===== src/rtl/befehlsabruf_steuerung.sv =====
// rtl/befehlsabruf_steuerung.sv - instruction fetch sequencer: PC control, imem handshake, decoder hand-off
module befehlsabruf_steuerung #(
    parameter int ADR_W   = 26,
    parameter int DATEN_W = 32
) (
    input  logic               Clock,
    input  logic               Reset,
    input  logic [ADR_W-1:0]   AktuellerPC,
    output logic               TaktSignal,
    output logic               SchreibSignal,
    output logic [ADR_W-1:0]   NeuerPC,
    output logic               SpeicherAnfrage,
    output logic [ADR_W-1:0]   SpeicherAdresse,
    input  logic               SpeicherBereit,
    input  logic [DATEN_W-1:0] SpeicherDaten,
    output logic               BefehlGueltig,
    output logic [DATEN_W-1:0] Befehl,
    output logic [ADR_W-1:0]   BefehlAdresse,
    input  logic               DekoderBereit,
    input  logic               SprungAnfrage,
    input  logic [ADR_W-1:0]   SprungZiel,
    input  logic               Anhalten,
    input  logic               Weiter
);

    typedef enum logic [2:0] {
        START   = 3'd0,
        ANFRAGE = 3'd1,
        WARTEN  = 3'd2,
        AUSGABE = 3'd3,
        HALT    = 3'd4
    } state_t;

    state_t               state_q, state_d;
    logic                 pending_q, pending_d;
    logic [ADR_W-1:0]     ziel_q, ziel_d;
    logic                 flush_q, flush_d;
    logic [ADR_W-1:0]     fetch_adr_q, fetch_adr_d;
    logic                 gueltig_q, gueltig_d;
    logic [DATEN_W-1:0]   befehl_q, befehl_d;
    logic [ADR_W-1:0]     befehl_adr_q, befehl_adr_d;

    always_ff @(posedge Clock or negedge Reset) begin
        if (!Reset) begin
            state_q      <= START;
            pending_q    <= 1'b0;
            ziel_q       <= '0;
            flush_q      <= 1'b0;
            fetch_adr_q  <= '0;
            gueltig_q    <= 1'b0;
            befehl_q     <= '0;
            befehl_adr_q <= '0;
        end else begin
            state_q      <= state_d;
            pending_q    <= pending_d;
            ziel_q       <= ziel_d;
            flush_q      <= flush_d;
            fetch_adr_q  <= fetch_adr_d;
            gueltig_q    <= gueltig_d;
            befehl_q     <= befehl_d;
            befehl_adr_q <= befehl_adr_d;
        end
    end

    always_comb begin
        state_d         = state_q;
        pending_d       = pending_q;
        ziel_d          = ziel_q;
        flush_d         = flush_q;
        fetch_adr_d     = fetch_adr_q;
        gueltig_d       = gueltig_q;
        befehl_d        = befehl_q;
        befehl_adr_d    = befehl_adr_q;
        TaktSignal      = 1'b0;
        SchreibSignal   = 1'b0;
        NeuerPC         = '0;
        SpeicherAnfrage = 1'b0;
        SpeicherAdresse = '0;

        case (state_q)
            START: state_d = ANFRAGE;

            ANFRAGE: begin
                if (Anhalten) begin
                    state_d = HALT;
                end else begin
                    SpeicherAnfrage = 1'b1;
                    TaktSignal      = 1'b1;
                    // A pending redirect loads the PC so it continues at target+1
                    if (pending_q) begin
                        SchreibSignal   = 1'b1;
                        NeuerPC         = ziel_q;
                        SpeicherAdresse = ziel_q;
                        pending_d       = 1'b0;
                    end else begin
                        SpeicherAdresse = AktuellerPC;
                    end
                    fetch_adr_d = SpeicherAdresse;
                    state_d     = WARTEN;
                end
            end

            WARTEN: begin
                if (SpeicherBereit) begin
                    // A redirect seen while waiting makes this response stale
                    if (flush_q || SprungAnfrage) begin
                        flush_d = 1'b0;
                        state_d = ANFRAGE;
                    end else begin
                        befehl_d     = SpeicherDaten;
                        befehl_adr_d = fetch_adr_q;
                        gueltig_d    = 1'b1;
                        state_d      = AUSGABE;
                    end
                end else if (SprungAnfrage) begin
                    flush_d = 1'b1;
                end
            end

            AUSGABE: begin
                // Accept wins over withdraw: a same-cycle handshake still consumes the word
                if (DekoderBereit || SprungAnfrage) begin
                    gueltig_d = 1'b0;
                    state_d   = ANFRAGE;
                end
            end

            HALT: begin
                if (Weiter) begin
                    state_d = ANFRAGE;
                end
            end

            default: state_d = START;
        endcase

        // Sampled in every state; the newest redirect overrides an older one
        if (SprungAnfrage) begin
            pending_d = 1'b1;
            ziel_d    = SprungZiel;
        end
    end

    assign BefehlGueltig = gueltig_q;
    assign Befehl        = befehl_q;
    assign BefehlAdresse = befehl_adr_q;

endmodule


===== config.mk =====
export PLATFORM = sky130hd
export DESIGN_NAME = befehlsabruf_steuerung
export DESIGN_NICKNAME = d
export VERILOG_FILES = /design/src/rtl/befehlsabruf_steuerung.sv
export SDC_FILE = /design/constraint.sdc
export NUM_CORES = 1
export LEC_CHECK = 0
export ABC_AREA = 1
export CORE_UTILIZATION = 40
export CTS_BUF_LIST = sky130_fd_sc_hd__clkbuf_4 sky130_fd_sc_hd__clkbuf_8
export DETAILED_ROUTE_END_ITERATION = 10
export HOLD_SLACK_MARGIN = 0.1
export PLACE_DENSITY = 0.78
export SLEW_MARGIN = 20
export SYNTH_ARGS = -nofsm -noshare
export SYNTH_HDL_FRONTEND = slang
export SYNTH_SLANG_ARGS = --single-unit

===== constraint.sdc =====
create_clock -name Clock -period 1.35 [get_ports Clock]
set_input_delay 0.27 -clock Clock [delete_from_list [all_inputs] [get_ports Clock]]
set_output_delay 0.27 -clock Clock [all_outputs]
set_load 0.02 [all_outputs]

==> impl_results.md <==
- Post-Synthesis Cells: between 600 and 700
- Launch point of the worst path: state_q[2]$_DFFE_PN0P_
- # port buffers: roughly 200
- Max-cap viol count: 0
- GPL Wtd Cong: 0.9050
- Initial Utilization: 41.38%
- Area Overhead vs Synth: 78.07%
- EDFF count, synth: 0
- Vias: 5047
- # DRC: 0
- Die width: around 110 um
- Status: finished, violations left
- WL met3: 795 um
- DRT met1 WL: 6.865 mm
- Row count: 40
- Global route overflow: 0
- Die Footprint: 0.01303 mm^2
- Crit-path slowest cell: dfrtp_2
- Final Cell Area: 0.008961 mm^2
- Asr flop ratio synth: between 90% and 100%
- Critical Path Start Type: register
- Worst EP arrival: between 2 and 2.5 ns
- Leading area contributor after synthesis: dfrtp_1
- Failing checks: negative setup slack
- Least-Margin Pin Slew: 0.4844 ns
- WL final: 16.71 mm
- CP Max Fanout: 5
- Global Route Usage Sum: approximately a quarter
- LEAKAGE: between 4 and 5 nW
- Layout Skew: 0.01119 ns
- Initial antenna violation count: 0
- Final slew viol count: 0
- FF+latch count, synth: 116
- Cell Pwr Density: 1841 mW/mm^2
- Die Height: 114.2 um
- Levels on crit path: 11
- Finished Layout Cells: 1083
- Req. time, crit path: about 1.7 ns
- DR pass1 iterations: 4
- TritonCTS clock tree: yes
- Worst rel slew slack: 67.70%
- Synth Flop Type: dfrtp_1
- Area of the core: about 0.012 mm^2
- Ys Warns: 0
- Reg2reg start: state_q[2]$_DFFE_PN0P_
- Hold Crit Class: in2reg
- Placement-stage cell area: 0.007784 mm^2
- Fin Setup TNS: -62.21 ns
- Post-route ant nets: 0
- CP Cell Sequence: buf_4 > buf_6 > buf_6 > buf_6 > nor2_4 > nand4_4 > buf_6 > buf_12 > bufbuf_16 > nand2_1 > o21ai_1
- Worst hold stages: 3
- Vias in the first global route: 5111
- Fraction of layout cells with a size suffix above 1: 40.66%
- Placed cells: 1012
- Maximum clock path buffer count: 2
- Setup CP Type: reg2reg
- Skew-Pair Late Insertion Delay: 0.42 ns
- Hold path start: SpeicherDaten[25]
- Post-synth top area share: 57.68%
- DP HPWL: 10.04 mm
- Clock Pin Slew Worst Setup and Hold Paths: about 0.070 ns
- VDD IR-drop max: 0.8291 mV
- R2R cell count: 11
- Yosys cell types: 23
- Antenna cells: 0
- IO Pins: 205
- Final hold vios: 0
- RSZ-0062 raised after global routing: true
- Largest net degree at the start of global routing: 90
- First-pass GRT wire length: 25.99 mm
- Commonest cells in the netlist: 197 x nand2_1, 116 x dfrtp_1, 112 x inv_1
- Maximum clock rate: roughly 0.50 GHz
- Top layer in use: met4
- Final period utilization: 148.4%
- Layout net count: between 900 and 1000
- Clk sink count: approximately 120
- Critical path endpoint category: register
- Synthesized area: 0.005032 mm^2
- Fin crit period: roughly 2 ns
- Crit path max-delay family: buffers and inverters
- Routed vias/inst: 4.660
- Buffers & Inverters on Critical Path: 7
- Most frequent CP cell: buf_6
- Inserted Clock Buffers: 17
- Worst stage delay on the critical path: 0.43 ns
- Drt initial violations: 238
- Synthesized Nets: 707
- H-tree depth: 4
- Wire length per cell: 15.43 um
- Part of the Yosys area used for sequential elements: 57.68%
- CTS Root Cell: clkbuf_8
- Syn_area_per_cell: approximately 8.2 um^2
- Top post-synthesis cells by area: dfrtp_1 58%, nand2_1 15%, inv_1 8.4%
- Met2 WL: roughly 8.8 mm
- Final setup fails: roughly 120
- Count leader, synth: nand2_1
- Setup ws final: -0.6540 ns
[area by class of cell]
type,count,area (um^2)
Clock buffer,19,255.2
Clock inverter,11,112.6
Fill cell,889,3201
Inverter,117,446.7
Multi-Input combinational cell,352,2072
Sequential cell,116,2904
Tap cell,168,210.2
Timing Repair Buffer,300,2960
[tightest hold or removal path, cell delays in order]
cell and delay (ns):
clkdlybuf4s50_1 0.40, inv_1 0.07, o21ai_2 0.05
[cells by family after synthesis]
family,after synthesis,share of synthesized area (%)
simple gates,237,18.77
buf+inv,148,12.01
flops,116,57.68
compound gates,115,11.54
[flip-flops by register name, indices dropped and copies added (netlist names)]
register and flops:
BefehlAdresse 26, ziel_q 26, Befehl 32, state_q 3, BefehlGueltig 1, fetch_adr_q 26, pending_q 1, flush_q 1
[where the power goes]
group | switching (mW) | internal [mW] | leakage [nW] | total, mW
Sequential | 0.726 | 4.73 | 1.46 | 5.46
Clock | 1.37 | 1.66 | 0.186 | 3.04
Combinational | 4.52 | 3.48 | 3.05 | 8.00
[timing repair]
item / in CTS / in global routing
gates cloned: 17 / 0
pin swaps: 5 / 6
setup buffers: 19 / 11
gates resized for setup: 586 / 121
setup endpoints to repair: 160 / 170
hold buffers: 1 / 0
endpoints found under the hold margin: 116 / 0
[layout by cell type (no fill, tap or decap), types with 28 or more instances in the layout]
cell type and count:
buf_2 58, buf_4 86, buf_6 32, clkdlybuf4s50_1 89, dfrtp_1 115, inv_1 90
nand2_1 165, nor2_4 28, o21ai_0 55, o21ai_2 32
[stage by stage]
stage	hold WS, ns	utilization [%]	total power, mW	setup slack, ns
3_3_place_gp	0.3053	64.00	12.32	-0.9038
6_report	0.3922	73.68	16.50	-0.6540
2_1_floorplan	-0.02559	-	8.961	-0.2026
5_1_grt	0.3751	73.68	17.42	-0.7187
3_5_place_dp	0.3131	64.00	12.54	-0.9984
4_1_cts	0.3694	73.29	16.12	-0.6420
[layer usage]
layer,GRT usage [%],vias to the layer above
met5,0,-
met4,7.965,0
met3,5.347,19
met2,46.99,163
met1,31.65,2426
li1,-,2439
[final timing paths]
path | end | slack (ns)
max | Befehl[9]$_DFFE_PN0P_ | -0.65
max in group asynchronous | BefehlAdresse[13]$_DFFE_PN0P_ | 0.53
min in group asynchronous | ziel_q[0]$_DFFE_PN0P_ | 0.42
max reg2reg | Befehl[9]$_DFFE_PN0P_ | -0.65
min | Befehl[25]$_DFFE_PN0P_ | 0.39
min reg2reg | BefehlAdresse[4]$_DFFE_PN0P_ | 0.48
Note: power is estimated with default switching activity, not from simulation.
